### config.mk
export PLATFORM = sky130hd
export DESIGN_NAME = alu_mul_seq
export DESIGN_NICKNAME = d
export VERILOG_FILES = /design/src/rtl/alu_mul_seq.sv
export SDC_FILE = /design/constraint.sdc
export NUM_CORES = 1
export LEC_CHECK = 0
export ABC_AREA = 1
export CORE_MARGIN = 2
export CORE_UTILIZATION = 45
export DETAILED_ROUTE_END_ITERATION = 10
export DONT_BUFFER_PORTS = 1
export HOLD_SLACK_MARGIN = 0.08
export PLACE_DENSITY_LB_ADDON = 0.1
export SETUP_SLACK_MARGIN = 0.05
export SYNTH_ARGS = -nofsm -noshare
export SYNTH_HDL_FRONTEND = slang
export SYNTH_SLANG_ARGS = --single-unit
### constraint.sdc
create_clock -name clk -period 4.1 [get_ports clk]
set_input_delay 0.615 -clock clk [delete_from_list [all_inputs] [get_ports clk]]
set_output_delay 0.615 -clock clk [all_outputs]
set_load 0.01 [all_outputs]
### src/rtl/alu_mul_seq.sv
// Sequential 8x8 unsigned shift-and-add multiplier that borrows an external
// combinational ALU for its additions; shifting and counting stay local.
module alu_mul_seq #(
   parameter int         WIDTH     = 8,
   parameter logic [3:0] OP_ADD    = 4'b0000,
   parameter int         CARRY_BIT = 0
) (
   input  logic                 clk,
   input  logic                 rst,
   input  logic                 start,
   input  logic [WIDTH-1:0]     op_a,
   input  logic [WIDTH-1:0]     op_b,
   output logic                 busy,
   output logic                 done,
   output logic [2*WIDTH-1:0]   product,
   output logic [WIDTH-1:0]     alu_a,
   output logic [WIDTH-1:0]     alu_b,
   output logic [3:0]           alu_op,
   input  logic [WIDTH-1:0]     alu_res,
   input  logic [WIDTH-1:0]     alu_flag,
   output logic [1:0]           state_dbg
);

   // Handshake: start is a request sampled only in IDLE (accepted on that
   // edge, never queued); done is a one-cycle pulse marking product valid.

   typedef enum logic [1:0] {S_IDLE, S_ADD, S_SHIFT, S_DONE} state_t;

   localparam int            CW   = (WIDTH > 1) ? $clog2(WIDTH) : 1;
   localparam logic [CW-1:0] LAST = CW'(WIDTH - 1);

   state_t           state;
   logic [WIDTH-1:0] m_reg;
   logic [WIDTH-1:0] p_reg;
   logic [WIDTH-1:0] q_reg;
   logic             c_reg;
   logic [CW-1:0]    cnt;

   logic             carry_in;
   logic             unused_flag;

   assign carry_in    = alu_flag[CARRY_BIT];
   assign unused_flag = ^alu_flag;
   assign state_dbg   = state;

   // ALU drive depends only on state and local registers, never on start.
   always_comb begin
      alu_op = OP_ADD;
      alu_a  = '0;
      alu_b  = '0;
      if (state == S_ADD) begin
         alu_a = p_reg;
         alu_b = q_reg[0] ? m_reg : '0;
      end
   end

   always_ff @(posedge clk) begin
      if (rst) begin
         state   <= S_IDLE;
         m_reg   <= '0;
         p_reg   <= '0;
         q_reg   <= '0;
         c_reg   <= 1'b0;
         cnt     <= '0;
         product <= '0;
         busy    <= 1'b0;
         done    <= 1'b0;
      end else begin
         case (state)
            S_IDLE: begin
               if (start) begin
                  m_reg <= op_a;
                  q_reg <= op_b;
                  p_reg <= '0;
                  c_reg <= 1'b0;
                  cnt   <= '0;
                  busy  <= 1'b1;
                  state <= S_ADD;
               end
            end
            S_ADD: begin
               p_reg <= alu_res;
               c_reg <= carry_in;
               state <= S_SHIFT;
            end
            S_SHIFT: begin
               // {C,P,Q} shifts right as one 2*WIDTH+1 bit register.
               p_reg <= {c_reg, p_reg[WIDTH-1:1]};
               q_reg <= {p_reg[0], q_reg[WIDTH-1:1]};
               c_reg <= 1'b0;
               if (cnt == LAST) begin
                  product <= {c_reg, p_reg[WIDTH-1:1], p_reg[0], q_reg[WIDTH-1:1]};
                  busy    <= 1'b0;
                  done    <= 1'b1;
                  state   <= S_DONE;
               end else begin
                  cnt   <= cnt + 1'b1;
                  state <= S_ADD;
               end
            end
            S_DONE: begin
               done  <= 1'b0;
               state <= S_IDLE;
            end
            default: state <= S_IDLE;
         endcase
      end
   end

endmodule

==> results of run 1 <==
-- worst max path at each step --
| stage | from | slack [ps] | end | depth (start not counted) |
|---|---|---|---|---|
| global route | state_dbg[1] | 1280 | alu_b[6] | 4 |
| global placement | state_dbg[0] | 1810 | alu_b[3] | 3 |
| floorplan | state_dbg[1] | 2170 | alu_b[0] | 6 |
| CTS | state_dbg[1] | 1450 | alu_b[3] | 4 |
| detailed placement | state_dbg[1] | 1780 | alu_b[3] | 4 |
| finish | state_dbg[1] | 1470 | alu_b[3] | 4 |
-- layout make-up --
cell class | instances | area, µm²
sequential | 48 | 961
fill | 526 | 2430
inverter | 28 | 106
multi-input combinational | 235 | 1080
tap | 67 | 83.8
clock buffer | 5 | 68.8
clock inverter | 2 | 60.1
-- worst max-delay path, cell delays in order, from the launching register on --
cell and delay (ps):
sky130_fd_sc_hd__dfxtp_1 410, sky130_fd_sc_hd__inv_1 140, sky130_fd_sc_hd__ha_1 560, sky130_fd_sc_hd__nand2_1 340, sky130_fd_sc_hd__nor2_1 280
-- logic make-up after synthesis --
kind of cell,count (synthesis)
AO/OA/AOI/OAI,56
adder cells (fa/ha/maj),9
AND/OR/NAND/NOR,166
other,1
flip-flops,48
buffers and inverters,46
-- layer usage --
layer | up-vias | global-route usage (%) | routed length (µm) | part of all wire [%]
met4 | 0 | 4.96 | 51 | 1.0
met3 | 6 | 6.56 | 357 | 7.3
met5 | - | 0 | 0 | 0
li1 | 995 | - | - | -
met1 | 818 | 22.5 | 2300 | 47
met2 | 48 | 28.9 | 2190 | 45
-- cell usage after synthesis --
master                     count  area share (%)
sky130_fd_sc_hd__inv_2         2            0.33
sky130_fd_sc_hd__o21ai_1      14             3.1
sky130_fd_sc_hd__buf_4         5             1.7
sky130_fd_sc_hd__nor2_2        1            0.28
sky130_fd_sc_hd__clkinv_2      1            0.22
sky130_fd_sc_hd__ha_1          9             5.0
sky130_fd_sc_hd__a21oi_1      22             4.9
sky130_fd_sc_hd__a211oi_1      1            0.33
sky130_fd_sc_hd__buf_6         3             1.5
sky130_fd_sc_hd__o21ai_0      19             4.2
sky130_fd_sc_hd__nand2_2       4             1.1
sky130_fd_sc_hd__nor2_1       65              11
sky130_fd_sc_hd__nand2_1      79              13
sky130_fd_sc_hd__dfxtp_1      48              43
sky130_fd_sc_hd__clkbuf_1      3            0.50
sky130_fd_sc_hd__clkbuf_2      1            0.22
sky130_fd_sc_hd__buf_2         6             1.3
sky130_fd_sc_hd__nand3_2       1            0.44
sky130_fd_sc_hd__conb_1        1            0.17
sky130_fd_sc_hd__nor3_1        1            0.22
sky130_fd_sc_hd__nand3_1      14             3.1
sky130_fd_sc_hd__nand2_4       1            0.50
sky130_fd_sc_hd__inv_1        25             4.2
-- stage by stage --
step | hold WS (ps) | power [mW] | setup WS, ps | std cells | util [%]
3_5_place_dp | 447 | 0.831 | 1780 | 378 | 46.6
2_1_floorplan | 430 | 0.790 | 2170 | 329 | -
4_1_cts | 365 | 1.22 | 1450 | 385 | 49.3
5_1_grt | 348 | 1.29 | 1280 | 385 | 49.3
3_3_place_gp | 440 | 0.825 | 1810 | 378 | 46.6
6_report | 378 | 1.21 | 1470 | 385 | 49.3
-- power by group through the flow --
| stage | sequential [mW] | clock (mW) | combinational, mW |
|---|---|---|---|
| 3_5_place_dp | 0.568 | 0 | 0.262 |
| 5_1_grt | 0.566 | 0.419 | 0.304 |
| 6_report | 0.558 | 0.388 | 0.262 |
| 4_1_cts | 0.557 | 0.400 | 0.263 |
| 2_1_floorplan | 0.559 | 0 | 0.232 |
| 3_3_place_gp | 0.568 | 0 | 0.257 |
==> results by group, run 1 <==
Drt
  • Routed via count: 1867
  • Pre-Repair DR Iteration Count: 4
  • Number of vias per cell: 4.85
  • DRC viols: 0
  • Post-DR wirelength/cell: 12.7 µm
  • DRC violation total after the first TritonRoute iteration: 106
  • Remaining antenna violation count after routing: 0
  • Overall routed net length: 4.90 mm

Cells and area
  • Ratio of cells with drive above 1 in the final layout: 5.35%
  • Final nets: 362
  • Layout-stage area growth over the synthesis result: 4.72%
  • Max FFs per register: 16
  • Final standard cell area without fillers: 2360 µm²
  • Commonest non-fill, non-tap cell in the layout: sky130_fd_sc_hd__nand2_1
  • Antenna diode count: 0
  • Commonest cells after routing, fill and taps aside: 79 x sky130_fd_sc_hd__nand2_1, 65 x sky130_fd_sc_hd__nor2_1, 48 x sky130_fd_sc_hd__dfxtp_1
  • Register bank with the most flops: product

STA
  • Final number of max-transition violations: 0
  • Period minus WS final: 2630 ps
  • Setup violators final: 0
  • Total Negative Setup Slacks: 0 ps
  • Final cycle utilization of the critical path: 64.1%
  • Worst slew margin relative to its limit: 33.8%
  • Achievable Freq: 380 MHz
  • Transition at the pin with the smallest max-transition slack: 992 ps
  • Final hold violation count: 0
  • Unrepaired setup endpoints after global routing: false
  • Worst-case clock skew: 6.98 ps

Critical path
  • Worst setup path category: flip-flop to primary output
  • Worst setup slack for register-to-register paths: 1830 ps
  • Crit. End Element: primary output
  • Critical path required time: 3480 ps
  • Kind of start point of the critical path: flip-flop
  • R2r startpoint: state_dbg[0]
  • Biggest fanout along the worst timing path: 18
  • Depth of the most critical reg-to-reg path: 7
  • Critical Path AT: 2010 ps
  • Reg-to-Reg End: q_reg[0]

Synth
  • Xor and xnor area share after synthesis: 0%
  • Post-synthesis compound-gate area fraction: 12.6%
  • Number of cells produced by synthesis: 326
  • Synthesized flop and latch total: 48
  • Mux cell area share after synthesis: 0%
  • Netlist area before placement: 2250 µm²
  • Main combinational cell family by area after synthesis: simple AND/OR/NAND/NOR gates
  • Arithmetic-cell share of the synthesized area counting full adders, half adders and majority gates: 5.00%
  • Avg Cell Area, Syn: 6.91 µm²
  • Simple-gate share of the synthesized area: 29.7%
  • Number of distinct library cells after synthesis: 23
  • Sequential element share of the synthesized area: 42.7%
  • Count of synthesis-stage warnings from yosys: 0

Die
  • Initial core utilization: 47.1%
  • Horizontal die dimension: 74.7 µm
  • Number of rows created at floorplan: 25
  • Height of the die: 74.7 µm
  • Overall die area: 5590 µm²
  • Number of primary I/O pins: 75
  • Core region area: 4790 µm²

GRT
  • Total routing usage reported by global routing: 17.8%
  • Aggregate global routing overflow: 0
  • Wire length of the first global-routing pass: 7.56 mm
  • Largest net degree at the start of global routing: 39
  • Via count of the first global-routing pass: 1660
  • Number of antenna violations at the first check in global routing: 0

Power and ir drop
  • Maximum vdd ir drop: 0.232 mV
  • Fraction of power consumed by combinational cells: 21.7%
  • Power density over cell area: 512 nW/µm²
  • Net Switching: 0.373 mW
  • Flop pwr share: 46.2%
  • Leakage power: 1.07 nW
  • Net Sw Frac: 30.9%
  • Cell internal power dissipation: 0.835 mW
  • Clk pwr share: 32.1%

Hold path
  • End of the worst hold path: p_reg[6]
  • Hold path startpoint: rst
  • Worst min-delay path class: input port to flip-flop
  • Number of cells traversed by the worst hold path: 1

Clock tree
  • Number of instances resized during post-cts repair: 0
  • Buffer count from post-CTS setup fixing: 0
  • Clock Sink Count: 48
  • Clock Tree Buf Depth: 2
  • CTS Root Cell: sky130_fd_sc_hd__clkbuf_8
  • Source-to-sink clock delay at the later pin of the worst-skew pair: 290 ps
  • Max H-tree Level: 2
  • Clock buffer count from CTS: 5
  • Register clock-pin slew on the reported worst setup and hold paths: 90 ps
  • Number of hold buffers added after cts: 0
  • Clock tree from TritonCTS: built

Placement
  • Port Buffer Count: 0
  • Final GP Congestion: 0.769
  • Cell area after placement: 2230 µm²
  • Placed wire-length estimate after detailed placement: 3.35 mm

Run
  • Count of maximum capacitance violations: 0

Outcome
  • Status: finished, final reports clean
Note: power is estimated with default switching activity, not from simulation.
==> inputs of run 2 (changes only) <==
- clock period: 4.1 -> 2.6 ns (I/O delays scaled with it)
==> run 2 against run 1 <==
Against the previous run:
- cell area grew 1.7%
- flip-flop and latch count unchanged
- routed wire length up 0.45%
- final cell count rose by 1.3%
- clock-buffer cell count unchanged
- register-to-register slack worse by 1000 ps
==> results by group, run 2 (synthesis results as in run 1) <==
Outcome
  • Status: finished, final reports clean

Power and ir drop
  • Leakage power: 1.10 nW
  • Fraction of power consumed by combinational cells: 22.3%
  • Net Sw Frac: 30.6%
  • Maximum vdd ir drop: 0.369 mV
  • Clk pwr share: 32.0%
  • Flop pwr share: 45.7%
  • Net Switching: 0.590 mW
  • Cell internal power dissipation: 1.34 mW
  • Power density over cell area: 802 nW/µm²

STA
  • Final cycle utilization of the critical path: 83.7%
  • Worst-case clock skew: 5.91 ps
  • Final number of max-transition violations: 0
  • Worst Setup Slack, final: 424 ps
  • Total Negative Setup Slacks: 0 ps
  • Achievable Freq: 460 MHz
  • Unrepaired setup endpoints after global routing: false
  • Setup violators final: 0
  • Period minus WS final: 2180 ps
  • Final hold violation count: 0

Critical path
  • Reg-to-Reg End: product[13]
  • Critical Path AT: 1790 ps
  • Kind of start point of the critical path: flip-flop
  • List of cells traversed by the critical path: inv_1 -> ha_2 -> nand2_1 -> nor2_1
  • Critical path buffers and inverters: 1
  • Slowest cell on crit path: sky130_fd_sc_hd__dfxtp_1
  • Biggest fanout along the worst timing path: 18
  • Critical path required time: 2210 ps
  • Crit. End Element: primary output
  • Depth of the most critical reg-to-reg path: 6
  • Worst setup slack for register-to-register paths: 790 ps
  • Top delay family on crit path: simple AND/OR/NAND/NOR gates
  • Worst setup path category: flip-flop to primary output
  • R2r startpoint: state_dbg[0]
  • Crit path largest cell delay: 410 ps

Cells and area
  • Final standard cell area without fillers: 2400 µm²
  • Register bank with the most flops: product
  • Antenna diode count: 0
  • Ratio of cells with drive above 1 in the final layout: 7.12%
  • Layout-stage area growth over the synthesis result: 6.50%
  • Commonest non-fill, non-tap cell in the layout: sky130_fd_sc_hd__nand2_1
  • Final nets: 367
  • Commonest cells after routing, fill and taps aside: 79 x sky130_fd_sc_hd__nand2_1, 65 x sky130_fd_sc_hd__nor2_1, 48 x sky130_fd_sc_hd__dfxtp_1
  • Max FFs per register: 16

Clock tree
  • Clock Sink Count: 48
  • CTS Root Cell: sky130_fd_sc_hd__clkbuf_8
  • Register clock-pin slew on the reported worst setup and hold paths: 90 ps
  • Source-to-sink clock delay at the later pin of the worst-skew pair: 300 ps
  • Clock tree from TritonCTS: built
  • Clock buffer count from CTS: 5
  • Max H-tree Level: 2
  • Clock Tree Buf Depth: 2

Hold path
  • Worst min-delay path class: input port to flip-flop
  • End of the worst hold path: p_reg[5]
  • Hold path startpoint: rst
  • Number of cells traversed by the worst hold path: 1

GRT
  • Number of antenna violations at the first check in global routing: 0
  • Wire length of the first global-routing pass: 7.75 mm
  • Aggregate global routing overflow: 0
  • Via count of the first global-routing pass: 1633
  • Largest net degree at the start of global routing: 31
  • Total routing usage reported by global routing: 18.4%

Drt
  • Pre-Repair DR Iteration Count: 6
  • DRC viols: 0
  • Routed via count: 1874
  • DRC violation total after the first TritonRoute iteration: 100
  • Remaining antenna violation count after routing: 0
  • Overall routed net length: 4.92 mm
  • Post-DR wirelength/cell: 12.6 µm
  • Number of vias per cell: 4.81

Die
  • Initial core utilization: 47.1%
  • Number of rows created at floorplan: 25
  • Overall die area: 5590 µm²
  • Number of primary I/O pins: 75
  • Horizontal die dimension: 74.7 µm
  • Core region area: 4790 µm²
  • Height of the die: 74.7 µm

Run
  • Count of maximum capacitance violations: 0

Placement
  • Cell area after placement: 2270 µm²
  • Port Buffer Count: 0
  • Worst slack at placement: 517 ps
  • Placed wire-length estimate after detailed placement: 3.41 mm
  • Final GP Congestion: 0.764
[run 2: cell type report]
cell class / count / area, µm²
Clock buffer: 5 / 68.8
Fill cell: 509 / 2390
Inverter: 28 / 106
Tap cell: 67 / 83.8
Clock inverter: 2 / 60.1
Timing Repair Buffer: 5 / 37.5
Multi-Input combinational cell: 235 / 1080
Sequential cell: 48 / 961
[run 2: repair_timing]
action | 4_1_cts | 5_1_grt
gates resized for setup | 0 | 1
setup buffers | 0 | 0
hold buffers | 0 | 0
endpoints found under the setup margin | 0 | 8
[run 2: how the worst max path moves through the flow]
stage / startpoint / slack [ps] / cells after the start / end
floorplan: state_dbg[1] / 890 / 6 / alu_b[0]
CTS: state_dbg[1] / 180 / 4 / alu_b[3]
global route: state_dbg[1] / 300 / 4 / alu_b[4]
detailed placement: state_dbg[1] / 520 / 4 / alu_b[3]
finish: state_dbg[1] / 420 / 4 / alu_b[3]
global placement: state_dbg[1] / 580 / 4 / alu_b[5]
[run 2: worst register-to-register path, delay by kind of cell, from the launching register on]
kind	cells	cell delay [ps]
adder cells (fa/ha/maj)	1	350
buffers and inverters	2	410
flip-flops	1	470
AND/OR/NAND/NOR	3	460
[run 2: power by group through the flow]
stage          Sequential [mW]  Clock, mW  Combinational (mW)
4_1_cts                  0.879      0.636               0.434
3_5_place_dp             0.897          0               0.431
2_1_floorplan            0.881          0               0.365
3_3_place_gp             0.896          0               0.424
6_report                 0.880      0.616               0.429
5_1_grt                  0.891      0.670               0.500
[run 2: per-layer routing]
| layer | wire [µm] | vias up | share of wire, % | global-route usage (%) |
|---|---|---|---|---|
| li1 | - | 1001 | - | - |
| met1 | 2310 | 821 | 47 | 23.7 |
| met2 | 2210 | 45 | 45 | 29.2 |
| met3 | 312 | 7 | 6.3 | 5.09 |
| met4 | 82 | 0 | 1.7 | 7.74 |
| met5 | 0 | - | 0 | 0 |
[run 2: stage by stage]
stage               util (%)  power (mW)  hold WS (ps)  cells
global route            50.1        2.06           123    390
detailed placement      47.4        1.33           444    383
global placement        47.4        1.32           439    383
finish                  50.1        1.92           147    390
CTS                     50.1        1.95           134    390
floorplan                  -        1.25           430    329
==> inputs of run 3 (changes only) <==
- clock period: 2.6 -> 2.1 ns (I/O delays scaled with it)
==> run 3 against run 2 <==
Against the previous run:
- global-route usage is 0.62 points higher
- die area is the same
- final cell count increased by 0.77%
- power up 15%
- sequential share of layout area increased by 0.27 points
- setup slack got worse by 180 ps
- sequential power increased by 24%
- largest cell class unchanged
- largest power group unchanged
- highest routed layer unchanged
==> results by group, run 3 (synthesis results as in run 1) <==
Die
  • Number of rows created at floorplan: 25
  • Horizontal die dimension: 74.7 µm
  • Number of primary I/O pins: 75
  • Initial core utilization: 47.1%
  • Overall die area: 5590 µm²
  • Core region area: 4790 µm²
  • Height of the die: 74.7 µm

STA
  • Setup violators final: 0
  • Worst Setup Slack, final: 242 ps
  • Period minus WS final: 1860 ps
  • Unrepaired setup endpoints after global routing: false
  • Final number of max-transition violations: 0
  • Final cycle utilization of the critical path: 88.5%
  • Final hold violation count: 0
  • Achievable Freq: 538 MHz
  • Worst-case clock skew: 5.68 ps
  • Total Negative Setup Slacks: 0 ps

Critical path
  • Worst setup slack for register-to-register paths: 280 ps
  • Reg-to-Reg End: q_reg[1]
  • Stages on the worst setup path: 4
  • Launch point of the critical path: state_dbg[1]
  • Crit path largest cell delay: 500 ps
  • Kind of start point of the critical path: flip-flop
  • Crit. End Element: primary output
  • Worst setup endpoint: alu_b[3]
  • R2r startpoint: state_dbg[0]
  • Critical path required time: 1780 ps
  • Worst setup path category: flip-flop to primary output
  • Critical Path AT: 1540 ps
  • Slowest cell on crit path: sky130_fd_sc_hd__dfxtp_1
  • Biggest fanout along the worst timing path: 8
  • Depth of the most critical reg-to-reg path: 7
  • Critical path buffers and inverters: 1
  • Top delay family on crit path: flip-flops
  • List of cells traversed by the critical path: inv_1 -> ha_1 -> nand2_1 -> nor2_1

GRT
  • Wire length of the first global-routing pass: 7.98 mm
  • Largest net degree at the start of global routing: 30
  • Number of antenna violations at the first check in global routing: 0
  • Aggregate global routing overflow: 0
  • Total routing usage reported by global routing: 19.0%
  • Via count of the first global-routing pass: 1684

Placement
  • Final GP Congestion: 0.864
  • Port Buffer Count: 0
  • Number of cells in the design after placement: 384
  • Placed wire-length estimate after detailed placement: 3.55 mm
  • Worst slack at placement: 282 ps
  • Cell area after placement: 2270 µm²

Clock tree
  • Clock Tree Buf Depth: 2
  • Clock Sink Count: 48
  • CTS Root Cell: sky130_fd_sc_hd__clkbuf_8
  • Source-to-sink clock delay at the later pin of the worst-skew pair: 300 ps
  • Clock buffer count from CTS: 5
  • Number of instances resized during post-cts repair: 0
  • Clock tree from TritonCTS: built
  • Number of hold buffers added after cts: 1
  • Max H-tree Level: 2
  • Buffer count from post-CTS setup fixing: 0
  • Register clock-pin slew on the reported worst setup and hold paths: 90 ps

Cells and area
  • Total of fill cells in the finished design: 511
  • Layout-stage area growth over the synthesis result: 5.78%
  • Max FFs per register: 16
  • Antenna diode count: 0
  • Final nets: 369
  • Commonest non-fill, non-tap cell in the layout: sky130_fd_sc_hd__nand2_1
  • Ratio of cells with drive above 1 in the final layout: 7.36%
  • Storage element area: 961 µm²
  • Final standard cell area without fillers: 2380 µm²
  • Total area of multi-input combinational cells: 1080 µm²
  • Register bank with the most flops: product
  • Final Instance Count excl. Fillers: 393
  • Commonest cells after routing, fill and taps aside: 79 x sky130_fd_sc_hd__nand2_1, 65 x sky130_fd_sc_hd__nor2_1, 48 x sky130_fd_sc_hd__dfxtp_1

Drt
  • Post-DR wirelength/cell: 12.8 µm
  • DRC violation total after the first TritonRoute iteration: 117
  • Routed via count: 1897
  • Remaining antenna violation count after routing: 0
  • Overall routed net length: 5.04 mm
  • DRC viols: 0
  • Number of vias per cell: 4.83
  • Pre-Repair DR Iteration Count: 4

Power and ir drop
  • Leakage power: 1.09 nW
  • Power density over cell area: 927 nW/µm²
  • Maximum vdd ir drop: 0.490 mV

Hold path
  • Number of cells traversed by the worst hold path: 2
  • Worst min-delay path class: input port to flip-flop

Outcome
  • Status: finished, final reports clean

Run
  • Count of maximum capacitance violations: 0
[run 3: area by class of cell]
class | instances | area share, %
multi-input combinational | 235 | 45.3
sequential | 48 | 40.3
tap | 67 | 3.52
timing repair buffer | 7 | 2.31
clock buffer | 6 | 3.47
clock inverter | 2 | 0.630
inverter | 28 | 4.46
[run 3: worst min path at each step]
stage                            from  endpoint  slack, ps
after global placement            rst  p_reg[5]        390
final                     alu_flag[0]     c_reg        170
after CTS                 alu_flag[0]     c_reg        150
after global routing      alu_flag[0]     c_reg        170
after floorplan              m_reg[0]  m_reg[0]        430
after detailed placement          rst  p_reg[6]        390
[run 3: stage by stage]
stage	util, %	hold WS [ps]	power (mW)
3_5_place_dp	47.5	389	1.64
6_report	49.8	165	2.21
5_1_grt	49.8	169	2.38
2_1_floorplan	-	430	1.54
4_1_cts	49.8	152	2.23
3_3_place_gp	47.5	388	1.63
[run 3: power by group]
part	leakage [nW]	switching [mW]	internal (mW)
clock	0.0434	0.317	0.267
combinational	0.651	0.363	0.170
sequential	0.392	0.0814	1.01
total	1.09	0.762	1.45
[run 3: per-layer routing]
layer,GRT usage [%],vias to the layer above,part of all wire [%]
li1,-,1009,-
met1,24.4,821,47
met2,29.6,60,44
met3,6.29,7,7.0
met4,7.74,0,1.5
met5,0,-,0
